## config.mk

```make
export PLATFORM = sky130hd
export DESIGN_NAME = stream_serializer
export DESIGN_NICKNAME = d
export VERILOG_FILES = /design/src/rtl/seq_stream_pkg.sv /design/src/rtl/stream_hold_buffer.sv /design/src/rtl/stream_serializer.sv
export SDC_FILE = /design/constraint.sdc
export NUM_CORES = 1
export LEC_CHECK = 0
export BUFFER_PORTS_ARGS = -buffer_cell sky130_fd_sc_hd__buf_2
export CORE_MARGIN = 2
export CORE_UTILIZATION = 35
export CTS_CLUSTER_DIAMETER = 120
export DETAILED_ROUTE_END_ITERATION = 16
export PLACE_DENSITY_LB_ADDON = 0.25
export SYNTH_ARGS = -nofsm -noshare
export SYNTH_HDL_FRONTEND = slang
export SYNTH_SLANG_ARGS = --single-unit
```

## constraint.sdc

```tcl
create_clock -name clock -period 1.85 [get_ports clock]
set_input_delay 0.37 -clock clock [delete_from_list [all_inputs] [get_ports clock]]
set_output_delay 0.37 -clock clock [all_outputs]
set_load 0.1 [all_outputs]
```

## src/rtl/seq_stream_pkg.sv

```systemverilog
// rtl/seq_stream_pkg.sv - shared state encoding and constants for the stream serializer
package seq_stream_pkg;

    typedef enum logic [1:0] {
        IDLE  = 2'b00,
        SHIFT = 2'b01,
        GAP   = 2'b10
    } state_t;

    localparam logic IDLE_BIT_DEFAULT = 1'b0;

endpackage

```

## src/rtl/stream_hold_buffer.sv

```systemverilog
// rtl/stream_hold_buffer.sv - one-entry word buffer in front of the serializer shift register
module stream_hold_buffer #(
    parameter int WIDTH = 8
) (
    input  logic             clock,
    input  logic             reset,
    input  logic             load,
    input  logic             drain,
    input  logic [WIDTH-1:0] load_data,
    input  logic             load_last,
    output logic [WIDTH-1:0] data,
    output logic             last,
    output logic             full
);

    // A load on the same edge as a drain wins, so the buffer ends up holding the new word.
    always_ff @(posedge clock or negedge reset) begin
        if (!reset) begin
            data <= '0;
            last <= 1'b0;
            full <= 1'b0;
        end else if (load) begin
            data <= load_data;
            last <= load_last;
            full <= 1'b1;
        end else if (drain) begin
            full <= 1'b0;
        end
    end

endmodule

```

## src/rtl/stream_serializer.sv

```systemverilog
// rtl/stream_serializer.sv - parallel word to serial bit stream with inter-frame idle gap
module stream_serializer
    import seq_stream_pkg::*;
#(
    parameter int   WIDTH      = 8,
    parameter bit   MSB_FIRST  = 1'b1,
    parameter int   GAP_CYCLES = 2,
    parameter logic IDLE_BIT   = IDLE_BIT_DEFAULT
) (
    input  logic             clock,
    input  logic             reset,
    input  logic [WIDTH-1:0] in_data,
    input  logic             in_valid,
    input  logic             in_last,
    output logic             in_ready,
    output logic             bit_out,
    output logic             bit_valid,
    output logic             frame_end,
    output logic             busy
);

    localparam int              CNT_W    = $clog2(WIDTH);
    localparam logic [CNT_W-1:0] LAST_BIT = CNT_W'(WIDTH - 1);
    localparam logic [3:0]      GAP_LAST = 4'(GAP_CYCLES == 0 ? 0 : GAP_CYCLES - 1);
    localparam bit              USE_GAP  = (GAP_CYCLES != 0);

    state_t             state;
    logic [WIDTH-1:0]   shreg;
    logic [WIDTH-1:0]   shreg_next;
    logic [CNT_W-1:0]   bit_cnt;
    logic [3:0]         gap_cnt;
    logic               cur_last;
    logic               started;

    logic [WIDTH-1:0]   hold_data;
    logic               hold_last;
    logic               hold_full;

    logic               accept;
    logic               word_done;
    logic               advance;
    logic               take_hold;
    logic               take_direct;

    // in_ready stays low until the first edge after reset release.
    assign in_ready = started && !hold_full;
    assign accept   = in_valid && in_ready;

    always_comb begin
        word_done   = (state == SHIFT) && (bit_cnt == LAST_BIT);
        advance     = (word_done && !(cur_last && USE_GAP))
                    || ((state == GAP) && (gap_cnt == GAP_LAST));
        take_hold   = advance && hold_full;
        take_direct = accept && ((state == IDLE) || (advance && !hold_full));
        shreg_next  = MSB_FIRST ? {shreg[WIDTH-2:0], 1'b0} : {1'b0, shreg[WIDTH-1:1]};
    end

    stream_hold_buffer #(
        .WIDTH(WIDTH)
    ) u_hold (
        .clock     (clock),
        .reset     (reset),
        .load      (accept && !take_direct),
        .drain     (take_hold),
        .load_data (in_data),
        .load_last (in_last),
        .data      (hold_data),
        .last      (hold_last),
        .full      (hold_full)
    );

    always_ff @(posedge clock or negedge reset) begin
        if (!reset) begin
            state    <= IDLE;
            shreg    <= '0;
            bit_cnt  <= '0;
            gap_cnt  <= '0;
            cur_last <= 1'b0;
            started  <= 1'b0;
        end else begin
            started <= 1'b1;
            if (take_hold) begin
                shreg    <= hold_data;
                cur_last <= hold_last;
                bit_cnt  <= '0;
                gap_cnt  <= '0;
                state    <= SHIFT;
            end else if (take_direct) begin
                shreg    <= in_data;
                cur_last <= in_last;
                bit_cnt  <= '0;
                gap_cnt  <= '0;
                state    <= SHIFT;
            end else begin
                case (state)
                    SHIFT: begin
                        if (word_done) begin
                            bit_cnt <= '0;
                            gap_cnt <= '0;
                            state   <= advance ? IDLE : GAP;
                        end else begin
                            bit_cnt <= bit_cnt + CNT_W'(1);
                            shreg   <= shreg_next;
                        end
                    end
                    GAP: begin
                        if (advance) begin
                            gap_cnt <= '0;
                            state   <= IDLE;
                        end else begin
                            gap_cnt <= gap_cnt + 4'd1;
                        end
                    end
                    default: state <= IDLE;
                endcase
            end
        end
    end

    assign bit_valid = (state == SHIFT);
    assign bit_out   = bit_valid ? (MSB_FIRST ? shreg[WIDTH-1] : shreg[0]) : IDLE_BIT;
    assign frame_end = word_done && cur_last;
    assign busy      = (state != IDLE) || hold_full;

endmodule

```

# After elaboration in Yosys (flattened, before gate mapping)
# Index checks and enable logic that the tools add are counted.
[classes] addsub=2 eq_ne=7 n_mux=24 n_reduce_logical=25
[ops] operator="2-to-1 mux 8 bit" n=4
[ops] operator="2-to-1 mux 4 bit" n=4
[ops] operator="2-to-1 mux 3 bit" n=4
[ops] operator="logical AND 1 bit" n=10
[ops] operator="2-to-1 mux 2 bit" n=5
[ops] operator="one-hot mux 4 bit (2 select lines)" n=1
[ops] operator="AND reduction 2 bit" n=3
[ops] operator="nonzero test 2 bit" n=3
[ops] operator="2-to-1 mux 1 bit" n=5
[ops] operator="adder 4 x 1 -> 4 bit, second input constant" n=1
[ops] operator="== test 4 x 1 -> 1 bit, second input constant" n=1
[ops] operator="inequality test 4 x 1 -> 1 bit, second input constant" n=1
[ops] operator="inequality test 4 bit, second input constant" n=1
[ops] operator="one-hot mux 2 bit (2 select lines)" n=1
[ops] operator="nonzero test 4 bit" n=1
[ops] operator="adder 3 x 1 -> 3 bit, second input constant" n=1
[ops] operator="== test 3 bit, second input constant" n=1
[ops] operator="zero test 1 bit" n=3
[ops] operator="logical OR 1 bit" n=3
[ops] operator="inequality test 3 x 1 -> 1 bit, second input constant" n=1
[ops] operator="nonzero test 3 bit" n=1
[ops] operator="== test 2 x 1 -> 1 bit, second input constant" n=1
[ops] operator="== test 2 bit, second input constant" n=1
[ops] operator="zero test 2 bit" n=1
[totals] reg_bits=29 out_inout_bits=5 word_cells=67

# Depth between registers and ports, before layout
# Gate-level depths: netlist of the first run.
[depth] word_depth=10 ltp_mapped=7 mapped_depth_nobuf=6

# Modules after synthesis
# From an unflattened synthesis of the first run, not the netlist that was laid out.
[hier_totals] hier_cells=137 hier_area_um2=1525.2
[by_module_without_submodules] module="stream_serializer" n_inst=1 cells_each=115 area_each_um2=1116.1 seq_area_each_um2=475.5
[by_module_without_submodules] module="stream_hold_buffer" n_inst=1 cells_each=22 area_each_um2=409.1 seq_area_each_um2=250.2

# Worst setup path before layout of the first run
# OpenSTA, ideal clock, no wires.
[synth_timing] path_type="reg2out" from="register state[1]" to="output port frame_end" arrival_time_ns=2.182 required_ns=1.480 setup_slack_ns=-0.702 path_stages_with_launch=4 cell_sequence="dfrtp_1 > nand2b_1 > inv_1 > and3_1"
[synth_via] elab_chain_len=3
[synth_rtl] element="start: declaration" line_no="stream_serializer.sv:27" text="state_t state;"
[synth_rtl] element="start signal: assignment" line_no="stream_serializer.sv:100" text="state <= advance ? IDLE : GAP;"
[synth_rtl] element="== test 2 x 1 -> 1 bit"
[synth_rtl] element="via bit_valid" line_no="stream_serializer.sv:17" text="output logic bit_valid,"
[synth_rtl] element="logical AND 1 bit" line_no="stream_serializer.sv:50" text="word_done = (state == SHIFT) && (bit_cnt == LAST_BIT);"
[synth_rtl] element="logical AND 1 bit" line_no="stream_serializer.sv:122" text="assign frame_end = word_done && cur_last;"
[synth_rtl] element="end: declaration" line_no="stream_serializer.sv:18" text="output logic frame_end,"
# The timed path passes the listed nets, and every way through them passes these cells.

# Worst setup path in the final report of the first run
[layout_timing] from="register gap_cnt[1]" to="register shreg[4]"
[layout_via] elab_chain_len=8 word_cells_on_any_way=12 classes_between="eq/ne: 2; mux: 2; reduce/logical: 8"
[layout_rtl] element="start: declaration" line_no="stream_serializer.sv:31" text="logic [3:0] gap_cnt;"
[layout_rtl] element="start signal: assignment" line_no="stream_serializer.sv:111" text="gap_cnt <= gap_cnt + 4'd1;"
[layout_rtl] element="== test 4 x 1 -> 1 bit (*)" line_no="stream_serializer.sv:52" text="|| ((state == GAP) && (gap_cnt == GAP_LAST));"
[layout_rtl] element="logical AND 1 bit (*)" line_no="stream_serializer.sv:52"
[layout_rtl] element="logical OR 1 bit (*)" line_no="stream_serializer.sv:52"
[layout_rtl] element="logical AND 1 bit" line_no="stream_serializer.sv:54" text="take_direct = accept && ((state == IDLE) || (advance && !hold_full));"
[layout_rtl] element="logical OR 1 bit" line_no="stream_serializer.sv:54"
[layout_rtl] element="logical AND 1 bit" line_no="stream_serializer.sv:54"
[layout_rtl] element="inequality test 3 x 1 -> 1 bit (no line) (tied with other cells)"
[layout_rtl] element="AND reduction 2 bit (no line) or 2-to-1 mux 8 bit (tied branches)"
[layout_rtl] element="end signal: assignment" line_no="stream_serializer.sv:83" text="shreg <= hold_data;"
[layout_rtl] element="end signal: assignment" line_no="stream_serializer.sv:89" text="shreg <= in_data;"
[layout_rtl] element="end signal: assignment" line_no="stream_serializer.sv:103" text="shreg <= shreg_next;"
[layout_rtl] element="end: declaration" line_no="stream_serializer.sv:28" text="logic [WIDTH-1:0] shreg;"
# Every way passes the cells marked *; elsewhere a longest branch is shown, timed or not.
# A chain may end at the register's enable or synchronous reset.

==> flow_metrics.tcl, run 1 <==
set metrics [dict create \
    finalCritPeriodShare 1.02 \
    first_pass_iters 4 \
    synth_edf_count 0 \
    arrival_ns 2.06 \
    ios 17 \
    clk_latency_ns 0.29 \
    clkSinkCount 29 \
    n_fill_cell 370 \
    vias 1074 \
    die_height_um 69.1 \
    path_clk_slew_ns 0.07 \
    antenna_found_initial 0 \
    area_delta_synth_final_pct 32.4 \
    worst_slack_ns -0.0354 \
    hpwlAfterDp_mm 2.13 \
    synth_compound_area_frac 0.221 \
    report.final.slew_viol_count 0 \
    synth_xor_area_frac 0 \
    status "finished, violations left" \
    final_cell_mix "dfrtp_1 (27), buf_2 (12), mux2_2 (10), buf_4 (10), a221o_1 (8)" \
    slew_headroom 0.571 \
    fp.dieW_um 69.1 \
    cp_slowest_stage_delay_ns 0.43 \
    diodes 0 \
    yosysSeqAreaShare 0.489 \
    drive_gt1_frac 0.471 \
    synth_area_sq_um 1490 \
    grt_overflow 0 \
    numCtsBuffers 5 \
    synth_top_family_by_area "compound AO/OA/AOI/OAI gates" \
    worst_setup_path_end_kind "flop" \
    startpoint_type "flop" \
    hold_viol 0 \
    start_util 0.369 \
    drt-vias-per-instance 5.29 \
    p_leak_nw 0.951 \
    max_freq_mhz 530 \
    clk_path_buf_depth 2 \
    yosys.area.top_type_share 0.489 \
    synth_flop_cell "dfrtp_1" \
    num_rows 23 \
    maxCapViolCount 0 \
    synth_nets 133 \
    powerDensity_nw_per_um2 738 \
    wirelength_mm 3.05 \
    grt_pass1_vias 1180 \
    h-tree-depth 2 \
    skew_ns 0.00836 \
    clockRootBuffer "clkbuf_8" \
    synthArstFlopShare 1.00 \
    post-route-min-period_ns 1.89 \
    final_net_count 168 \
    synth_warnings 0 \
    ant_nets 0 \
    worst-setup-path-type "flop to flop" \
    gp_congestion 0.759 \
    tightestPinTransition_ns 0.644 \
    synth_fa_ha_area_frac 0.0337 \
    grt_pass1_wl_mm 5.35 \
    crit_path_max_fanout 5 \
    slowest_stage "or3b_4" \
    final_common_cell "dfrtp_1" \
    ys_top_cells_by_area "dfrtp_1 (49%), mux2_2 (7.6%), a221o_1 (5.4%), a22o_1 (4.1%), ha_1 (3.4%)" \
    violations "setup timing" \
    hold_class "input port to asynchronous set/reset pin" \
    cp_cell_sequence "inv_1 > ha_1 > or3b_4 > o221ai_4 > a211oi_4 > buf_6 > a221o_1" \
    dieArea_sq_um 4780 \
    syn_inst 117 \
    yosys.area_share.simple 0.139 \
    ys_seq_elements 29 \
    placed_area_sq_um 1760 \
    track_usage 0.140 \
    required_ns 2.02 \
    grt_max_degree 30 \
    synth.distinct_cells 40 \
    avgSynthCellArea_sq_um 12.7 \
    drcViolationCount 0 \
    max-vdd-ir-drop_mv 0.567 \
    synthMuxAreaShare 0.0826 \
    wl_per_cell_um 15.0 \
    core_area_sq_um 4030 \
    rsz0062_at_grt "true" \
    post-route-cell-area_sq_um 1970 \
    yosys.area.top_type "dfrtp_1" \
    place.port_buffers 16 \
    finalSetupViolations 9 \
    fin_tns_setup_ns -0.247 \
    cts_tree "done" \
    drt-initial-drc-count 32 \
]
[critical path, delay by kind of cell, from the launching register on]
| family | cells | cell delay, ns |
|---|---|---|
| compound gates | 3 | 0.60 |
| simple gates | 1 | 0.43 |
| flops | 1 | 0.38 |
| buf+inv | 2 | 0.20 |
| fa+ha+maj | 1 | 0.16 |
[metrics by stage]
stage / util / setup WS (ns) / std cells / power (mW) / hold slack, ns
after detailed placement: 0.437 / -0.0474 / 191 / 0.675 / 0.442
after CTS: 0.482 / -0.0444 / 201 / 1.46 / 0.137
after floorplan: - / -0.0352 / 117 / 0.648 / 0.0744
after global placement: 0.437 / -0.0121 / 191 / 0.674 / 0.425
after global routing: 0.488 / -0.106 / 203 / 1.50 / 0.166
final: 0.488 / -0.0354 / 203 / 1.45 / 0.105
[metal layers]
metal | routed length, um | track usage
met3 | 129 | 0.0263
met4 | 56 | 0.0828
met5 | 0 | 0
met2 | 1530 | 0.224
met1 | 1330 | 0.176
[area by class of cell]
| cell class | instances | area [sq um] | area share |
|---|---|---|---|
| Clock buffer | 5 | 68.8 | 0.0350 |
| Clock inverter | 3 | 65.1 | 0.0331 |
| Inverter | 5 | 22.5 | 0.0115 |
| Multi-Input combinational cell | 80 | 748 | 0.380 |
| Sequential cell | 29 | 728 | 0.370 |
| Tap cell | 50 | 62.6 | 0.0318 |
| Timing Repair Buffer | 31 | 272 | 0.138 |
[registers in the layout, summed over array words and instances (netlist names)]
register     flops
gap_cnt          4
u_hold.last      1
bit_cnt          3
state            2
u_hold.full      1
cur_last         1
started          1
u_hold.data      8
shreg            8
[synthesized netlist by cell type, types with 2 or more instances]
library cell and count:
a21oi_1 3, and2_1 2, o21ai_0 7, nand2b_1 3, mux2_2 10, ha_1 4
dfrtp_1 29, nand3_1 2, inv_1 5, a221o_1 8, buf_6 2, a22o_1 7
nand2_1 7, nor3_1 2
[timing repair]
action | in CTS | in global routing
setup buffers | 2 | 2
hold buffers | 0 | 0
gates resized for setup | 10 | 2
hold endpoints to repair | 0 | 0
pin swaps | 3 | 1
endpoints found under the setup margin | 19 | 22
[power breakdown]
part,internal (mW),total (mW),switching [mW]
combinational,0.00900,0.0266,0.0176
clock,0.535,0.789,0.255
sequential,0.635,0.636,0.000345
[logic make-up (layout without fill, tap and decap cells)]
kind of cell / after synthesis / count (layout)
AO/OA/AOI/OAI: 33 / 33
buffers and inverters: 8 / 44
adder cells (fa/ha/maj): 4 / 4
AND/OR/NAND/NOR: 31 / 31
flip-flops: 29 / 29
multiplexers: 11 / 11
other: 1 / 1
[path summary, 6_finish.rpt]
check	start	endpoint	slack [ns]	depth (start not counted)
worst max-delay path	gap_cnt[1]$_DFFE_PN0P_	shreg[4]$_DFFE_PN0P_	-0.04	7
worst min-delay path	reset	shreg[4]$_DFFE_PN0P_	0.11	1
worst max register to register	gap_cnt[1]$_DFFE_PN0P_	shreg[4]$_DFFE_PN0P_	-0.04	7
worst min register to register	u_hold.data[0]$_DFFE_PN0P_	u_hold.data[0]$_DFFE_PN0P_	0.50	1
max in group asynchronous	reset	state[0]$_DFFE_PN0P_	1.28	1
min in group clock	in_data[5]	shreg[5]$_DFFE_PN0P_	0.33	2
Note: power is estimated with default switching activity, not from simulation.
==> run 2, diff against run 1 <==
--- a/config.mk
+++ b/config.mk
@@ -6,7 +6,6 @@
 export NUM_CORES = 1
 export LEC_CHECK = 0
 export BUFFER_PORTS_ARGS = -buffer_cell sky130_fd_sc_hd__buf_2
-export CORE_MARGIN = 2
 export CORE_UTILIZATION = 35
 export CTS_CLUSTER_DIAMETER = 120
 export DETAILED_ROUTE_END_ITERATION = 16
==> constraint.sdc (replaced) <==
create_clock -name clock -period 1.8 [get_ports clock]
set_input_delay 0.36 -clock clock [delete_from_list [all_inputs] [get_ports clock]]
set_output_delay 0.36 -clock clock [all_outputs]
set_load 0.1 [all_outputs]
==> flow_metrics.tcl, run 2 (synthesis results as in run 1) <==
set metrics [dict create \
    status "finished, violations left" \
    violations "setup timing" \
    die_height_um 67.1 \
    cts_hold_buf 0 \
    clkSinkCount 29 \
    grt_overflow 0 \
    final_net_count 165 \
    clk_latency_ns 0.29 \
    hold_viol 0 \
    max-vdd-ir-drop_mv 0.423 \
    drcViolationCount 0 \
    place.port_buffers 16 \
    grt_pass1_vias 1074 \
    worst_slack_ns -0.0461 \
    worst-setup-path-type "flop to output port" \
    startpoint_type "flop" \
    wl_per_cell_um 15.3 \
    powerDensity_nw_per_um2 662 \
    grt_max_degree 30 \
    worst_setup_path_end_kind "output port" \
    maxCapViolCount 0 \
    drt-vias-per-instance 5.37 \
    fp.dieW_um 67.1 \
    numCtsBuffers 5 \
    drive_gt1_frac 0.473 \
    area_delta_synth_final_pct 29.9 \
    post-route-min-period_ns 1.85 \
    rsz0062_at_grt "true" \
    core_area_sq_um 4030 \
    grt_pass1_wl_mm 4.99 \
    vias 1073 \
    final_cell_mix "dfrtp_1 (27), buf_2 (12), mux2_2 (9), buf_4 (9), a221o_1 (8)" \
    path_clk_slew_ns 0.07 \
    dieArea_sq_um 4510 \
    placed_area_sq_um 1740 \
    instances_no_fill 200 \
    report.final.slew_viol_count 0 \
    utilization 0.479 \
    diodes 0 \
    skew_ns 0.0118 \
    drt-initial-drc-count 41 \
    gp_congestion 0.791 \
    final_common_cell "dfrtp_1" \
    num_rows 23 \
    track_usage 0.156 \
    post-route-cell-area_sq_um 1930 \
    top_regs "shreg (8), u_hold.data (8), gap_cnt (4)" \
    ant_nets 0 \
    first_pass_iters 4 \
    post-place-cells 188 \
    timing.hold.ws_ns 0.0949 \
    h-tree-depth 2 \
    total_power_mw 1.28 \
    hpwlAfterDp_mm 2.04 \
    finalSetupViolations 11 \
    dp_slack_ns -0.0259 \
    finalCritPeriodShare 1.03 \
    required_ns 1.44 \
    clk_path_buf_depth 2 \
    n_fill_cell 369 \
    slew_headroom 0.571 \
    clockRootBuffer "clkbuf_8" \
    arrival_ns 1.49 \
    start_util 0.369 \
    antenna_found_initial 0 \
    ios 17 \
    wirelength_mm 3.06 \
    fin_tns_setup_ns -0.243 \
    tightestPinTransition_ns 0.643 \
    crit_path_max_fanout 2 \
    cts_tree "done" \
    max_freq_mhz 542 \
    hold_class "input port to asynchronous set/reset pin" \
    p_leak_nw 0.933 \
]
## run 2: final cells by class
type,count,area [sq um],share of cell area
flip-flops and latches,29,728,0.377
multi-input cells,80,764,0.396
clock buffers,7,96.3,0.0499
repair buffers,28,250,0.130
well taps,50,62.6,0.0324
inverters,5,22.5,0.0117
clock inverters,1,5.00,0.00259
## run 2: final timing paths
path	from	endpoint	slack [ns]	cells past startpoint
max reg2reg	gap_cnt[1]$_DFFE_PN0P_	shreg[0]$_DFFE_PN0P_	-0.04	6
min	reset	bit_cnt[2]$_DFFE_PN0P_	0.09	1
min reg2reg	u_hold.data[0]$_DFFE_PN0P_	u_hold.data[0]$_DFFE_PN0P_	0.50	1
min in group clock	in_data[3]	shreg[3]$_DFFE_PN0P_	0.32	2
max	bit_cnt[1]$_DFFE_PN0P_	frame_end	-0.05	5
max in group asynchronous	reset	state[0]$_DFFE_PN0P_	1.24	1
## run 2: worst max-delay path: stages, from the launching register on
cell,delay [ns]
dfrtp_1,0.38
ha_2,0.20
ha_4,0.17
buf_6,0.11
and3_4,0.18
buf_12,0.16
## run 2: layer usage
layer	track usage	vias up	wire, um
li1	-	501	-
met1	0.188	530	1360
met2	0.243	35	1470
met3	0.0574	7	166
met4	0.0771	0	57
met5	0	-	0
## run 2: report_power, final
| group | total [mW] | internal, mW | switching [mW] | leakage [nW] |
|---|---|---|---|---|
| combinational | 0.0280 | 0.00928 | 0.0187 | 0.516 |
| sequential | 0.653 | 0.653 | 0.000447 | 0.363 |
| clock | 0.595 | 0.345 | 0.250 | 0.0542 |
| total | 1.28 | 1.01 | 0.269 | 0.933 |
## run 2: timing repair
action | 4_1_cts | 5_1_grt
resized for setup | 9 | 6
gates cloned | 0 | 0
endpoints found under the setup margin | 20 | 23
pin swaps | 1 | 1
setup buffers | 3 | 1
